--- config.mk ---
export PLATFORM = sky130hd
export DESIGN_NAME = ternary_bin2trit_converter
export DESIGN_NICKNAME = d
export VERILOG_FILES = /design/src/rtl/ternary_bin2trit_converter_pkg.sv /design/src/rtl/ternary_bin2trit_converter_div3.sv /design/src/rtl/ternary_bin2trit_converter.sv
export SDC_FILE = /design/constraint.sdc
export NUM_CORES = 1
export LEC_CHECK = 0
export CAP_MARGIN = 20
export CORE_ASPECT_RATIO = 0.9
export CORE_MARGIN = 2
export CORE_UTILIZATION = 40
export DETAILED_ROUTE_END_ITERATION = 8
export PLACE_DENSITY = 0.54
export SYNTH_ARGS = -nofsm -noshare
export SYNTH_HDL_FRONTEND = slang
export SYNTH_SLANG_ARGS = --single-unit
--- constraint.sdc ---
create_clock -name clk -period 19.4 [get_ports clk]
set_clock_uncertainty 0.1 [all_clocks]
set_input_delay 2.91 -clock clk [delete_from_list [all_inputs] [get_ports clk]]
set_output_delay 2.91 -clock clk [all_outputs]
set_load 0.005 [all_outputs]
--- src/rtl/ternary_bin2trit_converter_pkg.sv ---
// Shared types for the binary-to-balanced-ternary converter: trit encoding,
// converter FSM states and a range helper.
package ternary_bin2trit_converter_pkg;

  typedef enum logic [1:0] {
    T_ZERO    = 2'b00,
    T_POS_ONE = 2'b01,
    T_NEG_ONE = 2'b10,
    T_INVALID = 2'b11
  } trit_t;

  typedef enum logic [1:0] {
    IDLE = 2'b00,
    CONV = 2'b01,
    DONE = 2'b10
  } conv_state_e;

  // Largest magnitude representable in `width` balanced trits: (3^width-1)/2.
  function automatic int unsigned t_max_magnitude(input int unsigned width);
    int unsigned p;
    p = 1;
    for (int unsigned i = 0; i < width; i++) p = p * 3;
    return (p - 1) / 2;
  endfunction

endpackage

--- src/rtl/ternary_bin2trit_converter_div3.sv ---
// One balanced-ternary digit extraction step: splits acc into digit + 3*quotient
// with digit in {-1,0,+1}.
module ternary_div3_step
  import ternary_bin2trit_converter_pkg::*;
#(
  parameter int BIN_W = 16
) (
  input  logic signed [BIN_W:0] acc_i,
  output trit_t                 digit_o,
  output logic signed [BIN_W:0] quotient_o
);

  localparam int AW = BIN_W + 2;
  localparam logic signed [AW-1:0] ONE   = AW'(1);
  localparam logic signed [AW-1:0] TWO   = AW'(2);
  localparam logic signed [AW-1:0] THREE = AW'(3);

  logic signed [AW-1:0] ext;
  logic signed [AW-1:0] rem;
  logic signed [AW-1:0] adj;
  logic signed [AW-1:0] quo;

  always_comb begin
    ext = {acc_i[BIN_W], acc_i};
    // Truncating % follows the dividend's sign; fold into a floor modulus.
    rem = ext % THREE;
    if (rem[AW-1]) rem = rem + THREE;
    digit_o = T_ZERO;
    adj     = ext;
    if (rem == ONE) begin
      digit_o = T_POS_ONE;
      adj     = ext - ONE;
    end else if (rem == TWO) begin
      digit_o = T_NEG_ONE;
      adj     = ext + ONE;
    end
    quo        = adj / THREE;
    quotient_o = quo[BIN_W:0];
  end

endmodule

--- src/rtl/ternary_bin2trit_converter.sv ---
// Sequential signed-binary to balanced-ternary converter, one trit per cycle,
// LST first, with valid/ready on both sides and overflow/zero/neg flags.
module ternary_bin2trit_converter
  import ternary_bin2trit_converter_pkg::*;
#(
  parameter int WIDTH = 8,
  parameter int BIN_W = 16
) (
  input  logic                    clk,
  input  logic                    rst,
  input  logic                    in_valid,
  output logic                    in_ready,
  input  logic signed [BIN_W-1:0] in_data,
  output logic                    out_valid,
  input  logic                    out_ready,
  output trit_t [WIDTH-1:0]       out_trits,
  output logic                    out_overflow,
  output logic                    out_zero,
  output logic                    out_neg
);

  localparam int CNT_W = (WIDTH > 1) ? $clog2(WIDTH) : 1;

  conv_state_e           state_q;
  logic signed [BIN_W:0] acc_q;
  logic [CNT_W-1:0]      cnt_q;
  trit_t [WIDTH-1:0]     trits_q;
  trit_t [WIDTH-1:0]     trits_d;
  logic                  valid_q;
  logic                  ovf_q;
  logic                  zero_q;
  logic                  zero_d;
  logic                  neg_q;

  trit_t                 digit;
  logic signed [BIN_W:0] quo;
  logic                  load;

  ternary_div3_step #(
    .BIN_W(BIN_W)
  ) u_step (
    .acc_i     (acc_q),
    .digit_o   (digit),
    .quotient_o(quo)
  );

  assign in_ready = (state_q == IDLE) || ((state_q == DONE) && out_ready);
  assign load     = in_valid && in_ready;

  always_comb begin
    trits_d = trits_q;
    for (int unsigned i = 0; i < WIDTH; i++) begin
      if (cnt_q == CNT_W'(i)) trits_d[i] = digit;
    end
    zero_d = 1'b1;
    for (int unsigned i = 0; i < WIDTH; i++) begin
      if (trits_d[i] != T_ZERO) zero_d = 1'b0;
    end
  end

  always_ff @(posedge clk or posedge rst) begin
    if (rst) begin
      state_q <= IDLE;
      acc_q   <= '0;
      cnt_q   <= '0;
      for (int unsigned i = 0; i < WIDTH; i++) trits_q[i] <= T_ZERO;
      valid_q <= 1'b0;
      ovf_q   <= 1'b0;
      zero_q  <= 1'b1;
      neg_q   <= 1'b0;
    end else if (load) begin
      // Covers both the IDLE accept and the back-to-back accept in DONE.
      state_q <= CONV;
      acc_q   <= {in_data[BIN_W-1], in_data};
      neg_q   <= in_data[BIN_W-1];
      cnt_q   <= '0;
      for (int unsigned i = 0; i < WIDTH; i++) trits_q[i] <= T_ZERO;
      valid_q <= 1'b0;
    end else begin
      case (state_q)
        CONV: begin
          acc_q   <= quo;
          trits_q <= trits_d;
          cnt_q   <= cnt_q + 1'b1;
          if (cnt_q == CNT_W'(WIDTH - 1)) begin
            state_q <= DONE;
            valid_q <= 1'b1;
            ovf_q   <= (quo != '0);
            zero_q  <= zero_d;
          end
        end
        DONE: begin
          if (out_ready) begin
            valid_q <= 1'b0;
            state_q <= IDLE;
          end
        end
        default: ;
      endcase
    end
  end

  assign out_valid    = valid_q;
  assign out_trits    = trits_q;
  assign out_overflow = ovf_q;
  assign out_zero     = zero_q;
  assign out_neg      = neg_q;

endmodule
* Word level (Yosys, flattened, before mapping)
Index checks and enable logic that the tools add are counted.
** Storage, ports and cells
- Bits in registers :: 42
- Bits of input ports :: 20
- Output and inout bits :: 21
- Logic and storage cells :: 88
** Operators by class
- Add/subtract/negate cells :: 4
- Div/mod/pow operators :: 2
- Eq/ne operators :: 13
- Muxes and demuxes :: 35
- Bitwise logic cells :: 1
- Reductions and logical operators :: 18
** Operator list (number)
- $mux 18 :: 3
- $mux 17 :: 2
- $mux 16 :: 2
- $mux 2 :: 13
- $add 17x2->18 const B :: 1
- $add 18x3->18 const B :: 1
- $div 18x3->18 const B :: 1
- $eq 18x2->1 const B :: 1
- $eq 18x3->1 const B :: 1
- $mod 18x3->18 const B :: 1
- $reduce_bool 2->1 :: 9
- $sub 17x2->18 const B :: 1
- $reduce_bool 17->1 :: 1
- $eq 3x3->1 const B :: 4
- $mux 1 :: 11
- $eq 3x2->1 const B :: 2
- $mux 3 :: 2
- $ne 3x3->1 const B :: 2
- $reduce_and 3->1 :: 2
- $pmux 2 s2 :: 1
- $add 3x1->3 const B :: 1
- $eq 3x1->1 const B :: 1
- $logic_not 3->1 :: 1
- $reduce_bool 3->1 :: 1
- other kinds (7) :: 8

* Logic depth before layout (Yosys ltp)
Gate-level depths: netlist (run 1).
- Word-level depth :: 16
- Mapped depth :: 73
- Depth with buffers taken out :: 65

* Modules after synthesis
A second synthesis (run 1) with hierarchy kept.
** Second synthesis, totals
- Cell total of the unflattened synthesis :: 1157
- Area, all modules :: 8540.7 µm²
** By module, submodules not included
- ternary_div3_step :: times used 1, cells each 938, area each 6352.3 µm², seq. area each 0.0 µm²
- ternary_bin2trit_converter :: times used 1, cells each 219, area each 2188.3 µm², seq. area each 1027.2 µm²

* Worst setup path before layout (run 1)
No wires, ideal clock.
- Path type :: reg2reg
- Start :: register acc_q[0]
- End :: register ovf_q, in the netlist out_overflow
- Library setup time :: 0.131 ns
- Data arrival time :: 14.804 ns
- Required time :: 19.169 ns
- Slack :: 4.365 ns
- Cell stages (with the launch flop) :: 72
- Buffers on the path :: 7
- Period minus slack after synthesis :: 15.035 ns
- Cell sequence :: dfrtp_1 > buf_6 > inv_1 > ha_1 > nor3b_2 > nand4_1 > or3_1 > a21oi_1 > a21oi_1 > a221oi_2 > nor3_1 > a211o_2 > or3_4 > or3_1 > a21o_1 > o211a_2 > nand3_1 > o21ai_0 > [36 not listed] > o21bai_2 > mux2_4 > a221o_1 > o22ai_1 > o311ai_4 > ha_1 > o21bai_1 > a211oi_2 > buf_4 > a31oi_1 > a21oi_1 > ha_1 > inv_1 > o31ai_1 > xor2_1 > and4bb_1 > nor4bb_1 > a31oi_1
** Between the ends
- Longest elaborated chain between the ends :: 8
- Elaborated cells between the ends (all ways) :: 11
- Those cells by class :: 3 x add/sub; 2 x div; 2 x eq/ne; 3 x mux; 1 x reduce/logical
** Ends and longest elaborated chain
- from (decl) :: RTL line ternary_bin2trit_converter.sv:25 : logic signed [BIN_W:0] acc_q;
- from (signal assigned) :: RTL line ternary_bin2trit_converter.sv:74 : acc_q <= {in_data[BIN_W-1], in_data};
- from (signal assigned) :: RTL line ternary_bin2trit_converter.sv:82 : acc_q <= quo;
- $mod 18x3->18 :: RTL line ternary_bin2trit_converter_div3.sv:26 : rem = ext % THREE;
- $add 18x3->18 :: RTL line ternary_bin2trit_converter_div3.sv:27 : if (rem[AW-1]) rem = rem + THREE;
- $mux 18 :: RTL line ternary_bin2trit_converter_div3.sv:27
- $eq 18x3->1 :: RTL line ternary_bin2trit_converter_div3.sv:33 : end else if (rem == TWO) begin
- $mux 18 :: RTL line ternary_bin2trit_converter_div3.sv:33
- $mux 18 (*) :: RTL line ternary_bin2trit_converter_div3.sv:30 : if (rem == ONE) begin
- $div 18x3->18 (*) :: RTL line ternary_bin2trit_converter_div3.sv:37 : quo = adj / THREE;
- $reduce_bool 17->1 (*) :: RTL line ternary_bin2trit_converter.sv:88 : ovf_q <= (quo != '0);
- to (signal assigned) :: RTL line ternary_bin2trit_converter.sv:88
- to (decl) :: RTL line ternary_bin2trit_converter.sv:30 : logic ovf_q;
Every way passes the cells marked *; elsewhere a longest branch is shown, timed or not.
A chain may end at the register's enable or synchronous reset.

* Worst setup path in the final report (run 1)
Same ends and word-level chain as after synthesis.

==> metrics.cfg, run 1 <==
[run_status]
status=finished, final reports clean

[timing]
fin_hold_ws_ns=0.399
relSlewSlack_pct=32.6
setup-tns-final_ns=0
rsz0062_at_grt=false
finalHoldViolCount=0
fin_crit_sh_pct=92.8
min_period_ns=18.00
fmax_ghz=0.0556
worst_pin_slew_ns=1.01
finalMaxSlewViolations=0
setup-violations-final=0

[logic_synthesis]
synth_area_sq_um=8210
ys_ff_latch=41
syn_area_per_cell_sq_um=7.14
synth-async-reset-ratio_pct=100
synth_top_flop_cell=dfrtp_1
seq_area_frac_synth_pct=12.5
synth_cells=1150
synth_cell_type_count=114
synthesis.nets=1186
synth_warnings=0
synth_edf_count=0

[placed_design]
placed_area_sq_um=8710
dp_hpwl_um=20900
io_buffers=40
routabilityCongestion=0.909

[setup_path]
cp.arrival_ns=18.06
cp_max_fo=22
path_class=reg2reg
r2r_cells=66
rr_endpoint=out_overflow$_DFFE_PP0P_
crit_top_cell=ha_1
crit-reg2reg-launch=acc_q[0]$_DFFE_PP0P_
crit_family=compound AO/OA/AOI/OAI gates
startpoint_type=flip-flop
max_stage_delay_ns=0.58
slowest_stage=or4_4
cp_num_buf_inv=6
r2r_slack_ns=1.40
end_kind=flip-flop
cp.required_ns=19.46

[clock_network]
root_buffer=clkbuf_16
ctsHoldBuffers=0
clockBufferDepth=2
numCtsBuffers=5
clk_pin_slew_ns=0.06
cts_tree=built
insertion_delay_ns=0.28
cts_max_level=2
cts_sinks=41

[finish]
final_area_sq_um=8940
nFillCells=2041
final_cell_mix=nand2_1, nor2_1, o21ai_0, a21oi_1, xnor2_1
layout-area-overhead-vs-synth_pct=8.98
antenna_cells=0
final_layout_size_suffix_gt1_share_pct=9.06
fin_util_pct=44.6
final_common_cell=nand2_1
final_net_count=1183

[floorplanning]
fp.dieArea_sq_um=21700
die_w_um=155
rows=49
die_h_um=140
start_util_pct=40.9
boundaryPins=41
coreArea_sq_um=20000

[grt]
grt.total_usage_pct=24.5
grt_max_degree=42
grt_pass1_vias=8326
overflow=0
antenna_found_initial=0
grt_first_pass_wirelength_um=44500

[drt]
wl_um=27400
wl_per_cell_um=19.5
avgViaCountPerCell=6.52
vias=9143
ant_nets=0
first_iter_violations=666
dr.pass1.iters=7
drc_errors=0

[hold_path]
hp-start=out_zero$_DFFE_PP1P_
min_to=out_zero$_DFFE_PP1P_
worstHoldPathCells=2
worstHoldPathType=reg2reg

[job]
cap_violations=0

routing by layer:
layer  up-vias  wire length (um)  part of all wire, %  global-route usage, %
li1       4429                 -                    -                      -
met1      4372             13700                   50                   37.3
met2       322             12000                   44                   38.4
met3        20              1490                  5.4                   2.12
met4         0               174                 0.64                   2.88
met5         -                 0                    0                      0
flip-flops by register name, indices dropped and copies added, names as in the netlist:
name          flops
acc_q            17
out_trits        16
cnt_q             3
state_q           2
out_neg           1
out_overflow      1
out_zero          1
through the flow:
stage          cells  setup WS, ns
6_report        1403          1.40
5_1_grt         1403        0.0660
3_3_place_gp    1391          1.57
3_5_place_dp    1391          1.12
2_1_floorplan   1150          4.36
4_1_cts         1399          1.03
area by class of cell:
class	count	area, sq um	area share (%)
inverters	32	120	1.34
flip-flops and latches	41	1030	11.5
well taps	255	319	3.57
multi-input cells	1009	6750	75.5
clock inverters	2	37.5	0.420
repair buffers	58	548	6.13
clock buffers	6	139	1.55
worst min-delay path: cells and delay by family, from the launching register on:
family / cells / cell delay [ns]
simple gates: 1 / 0.04
flops: 1 / 0.37
compound gates: 1 / 0.08
cells in the mapped netlist (all sizes together) (10+ instances only):
| cell type | count | area share [%] |
|---|---|---|
| a211o | 11 | 1.2 |
| nand3 | 29 | 1.8 |
| nor3 | 40 | 2.7 |
| dfrtp | 40 | 12 |
| a221oi | 11 | 1.4 |
| o211ai | 20 | 1.9 |
| clkbuf | 36 | 1.6 |
| nor2 | 120 | 5.6 |
| or3 | 23 | 1.8 |
| and2 | 15 | 1.2 |
| mux2i | 18 | 2.2 |
| xnor2 | 50 | 5.6 |
| a21oi | 62 | 3.9 |
| o2111ai | 12 | 1.4 |
| nand2b | 11 | 0.84 |
| o22ai | 11 | 0.84 |
| o31ai | 13 | 1.3 |
| o21ai | 85 | 5.3 |
| ha | 16 | 2.4 |
| o211a | 10 | 1.2 |
| inv | 32 | 1.5 |
| a22oi | 20 | 1.8 |
| a211oi | 20 | 2.3 |
| xor2 | 28 | 3.0 |
| nor4 | 15 | 1.8 |
| nand2 | 139 | 6.4 |
| nand4 | 19 | 1.4 |
| buf | 32 | 2.4 |
| a31oi | 23 | 1.8 |
| o21a | 11 | 1.0 |
worst max-delay path by stage:
| stage | end | cells after the start | slack [ns] | startpoint |
|---|---|---|---|---|
| 5_1_grt | out_overflow$_DFFE_PP0P_ | 66 | 0.07 | acc_q[0]$_DFFE_PP0P_ |
| 2_1_floorplan | out_overflow$_DFFE_PP0P_ | 71 | 4.36 | acc_q[0]$_DFFE_PP0P_ |
| 4_1_cts | out_overflow$_DFFE_PP0P_ | 66 | 1.03 | acc_q[0]$_DFFE_PP0P_ |
| 3_3_place_gp | out_overflow$_DFFE_PP0P_ | 66 | 1.57 | acc_q[0]$_DFFE_PP0P_ |
| 3_5_place_dp | out_overflow$_DFFE_PP0P_ | 66 | 1.12 | acc_q[0]$_DFFE_PP0P_ |
| 6_report | out_overflow$_DFFE_PP0P_ | 66 | 1.40 | acc_q[0]$_DFFE_PP0P_ |
cells by family after synthesis:
family,after synthesis,synth area share (%)
adders and majority gates,19,2.81
buffers and inverters,100,5.52
muxes,26,3.52
xor gates and xnor gates,78,8.55
DFF,41,12.5
AOI/OAI and AO/OA,418,37.9
and+or+nand+nor,468,29.2
timing repair:
| action | CTS | global route |
|---|---|---|
| setup buffers | 0 | 4 |
| resized for setup | 0 | 4 |
| hold endpoints to repair | 0 | 0 |
| endpoints found under the setup margin | 0 | 6 |
Power of run 1 is not shown: default switching activity piles up to over one toggle a cycle in this logic, so the estimate is an artifact.
==> run 2: changes to the inputs <==
--- a/config.mk
+++ b/config.mk
@@ -10,7 +10,8 @@
 export CORE_MARGIN = 2
 export CORE_UTILIZATION = 40
 export DETAILED_ROUTE_END_ITERATION = 8
-export PLACE_DENSITY = 0.54
+export PLACE_DENSITY = 0.56
+export SKIP_CTS_REPAIR_TIMING = 1
 export SYNTH_ARGS = -nofsm -noshare
 export SYNTH_HDL_FRONTEND = slang
 export SYNTH_SLANG_ARGS = --single-unit
==> constraint.sdc (replaced) <==
create_clock -name clk -period 16.52 [get_ports clk]
set_clock_uncertainty 0.1 [all_clocks]
set_input_delay 2.478 -clock clk [delete_from_list [all_inputs] [get_ports clk]]
set_output_delay 2.478 -clock clk [all_outputs]
set_load 0.005 [all_outputs]
==> run 2 against run 1 <==
Against the previous run:
- via count increased by 2.6%
- design area increased by 5.8%
- global-route usage increased by 0.22 points
- sequential share of layout area decreased by 0.60 points
- fmax increased by 14%
- first-iteration DRC count increased by 17%
- die area unchanged
- hold slack improved by 0.014 ns
- critical endpoint unchanged
==> metrics.cfg, run 2 (synthesis gave the netlist of run 1 again) <==
[run_status]
status=finished, final reports clean

[grt]
grt.total_usage_pct=24.7
grt_max_degree=42
antenna_found_initial=0
grt_first_pass_wirelength_um=44500
grt_pass1_vias=8283
overflow=0

[finish]
nFillCells=2036
final_net_count=1218
final_cell_mix=nand2_1, nor2_1, o21ai_0, a21oi_1, buf_4
layout-area-overhead-vs-synth_pct=15.3
largest-register=acc_q
largest_reg_flops=17
final_layout_size_suffix_gt1_share_pct=15.2
antenna_cells=0
final_common_cell=nand2_1

[setup_path]
startpoint_type=flip-flop
cp_max_fo=11
path_class=reg2reg
max_stage_delay_ns=0.57
end_kind=flip-flop
cp.arrival_ns=15.78
slowest_stage=or4_4
cp.required_ns=16.58

[drt]
wl_um=28200
drc_errors=0
dr.pass1.iters=6
first_iter_violations=778
ant_nets=0
wl_per_cell_um=19.6
vias=9382
avgViaCountPerCell=6.52

[floorplanning]
fp.dieArea_sq_um=21700
die_h_um=140
rows=49
coreArea_sq_um=20000
die_w_um=155
start_util_pct=40.9
boundaryPins=41

[clock_network]
cts_tree=built
cts_max_level=2
root_buffer=clkbuf_16
clockBufferDepth=2
cts_sinks=41
numCtsBuffers=5
insertion_delay_ns=0.28
clk_pin_slew_ns=0.06

[timing]
worst_pin_slew_ns=1.16
fin_crit_sh_pct=95.2
setup-tns-final_ns=0
fin_ws_ns=0.800
fmax_ghz=0.0636
relSlewSlack_pct=22.6
finalHoldViolCount=0
finalMaxSlewViolations=0
setup-violations-final=0
min_period_ns=15.72

[placed_design]
post-place-ws_ns=0.308
io_buffers=40
dp_hpwl_um=21500
routabilityCongestion=0.997

[job]
cap_violations=0

[hold_path]
worstHoldPathType=reg2reg

==> run 2: cell types whose count changed in the layout (fill, tap and decap cells not counted), sizes merged <==
cell    previous run  this run
buf               18        53
clkbuf             6         5
clkinv             1         3
bufinv             1         0
==> run 2: worst paths after layout <==
check	slack, ns	start	to	cells past startpoint
setup / recovery	0.80	acc_q[0]$_DFFE_PP0P_	out_overflow$_DFFE_PP0P_	62
hold / removal	0.41	out_neg$_DFFE_PP0P_	out_neg$_DFFE_PP0P_	1
setup reg to reg	0.80	acc_q[0]$_DFFE_PP0P_	out_overflow$_DFFE_PP0P_	62
hold reg to reg	0.41	out_neg$_DFFE_PP0P_	out_neg$_DFFE_PP0P_	1
max in group asynchronous	13.40	rst	acc_q[0]$_DFFE_PP0P_	3
min in group asynchronous	2.53	rst	out_trits[12]$_DFFE_PP0P_	3
==> run 2: through the flow <==
stage	instances	hold slack, ns	utilization [%]	cell area (sq um)
finish	1438	0.414	47.2	9460
global route	1438	0.432	47.2	9460
CTS	1430	0.418	45.3	9080
detailed placement	1422	0.390	44.6	8940
global placement	1422	0.395	44.6	8940
floorplan	1150	0.366	-	8210
==> run 2: layout make-up <==
cell class                      instances  area (sq um)  area share, %
Clock inverter                          3          17.5          0.185
Clock buffer                            5           125           1.32
Tap cell                              255           319           3.37
Multi-Input combinational cell       1009          7050           74.5
Timing Repair Buffer                   93           798           8.44
Sequential cell                        41          1030           10.9
Inverter                               32           120           1.27
==> run 2: metal layers <==
layer	vias to the layer above	global-route usage [%]	routed length, um
met4	0	2.83	221
met1	4427	39.3	13600
met5	-	0	0
li1	4509	-	-
met3	28	1.81	2120
met2	418	37.0	12200
==> run 2: worst max-delay path: cells and delay by family, from the launching register on <==
kind / cells / cell delay [ns]
mux: 5 / 1.42
xor+xnor: 2 / 0.52
compound gates: 26 / 5.88
fa+ha+maj: 6 / 1.69
simple gates: 18 / 4.86
buf+inv: 5 / 0.66
flops: 1 / 0.49
Power of run 2 is left out for the same reason.
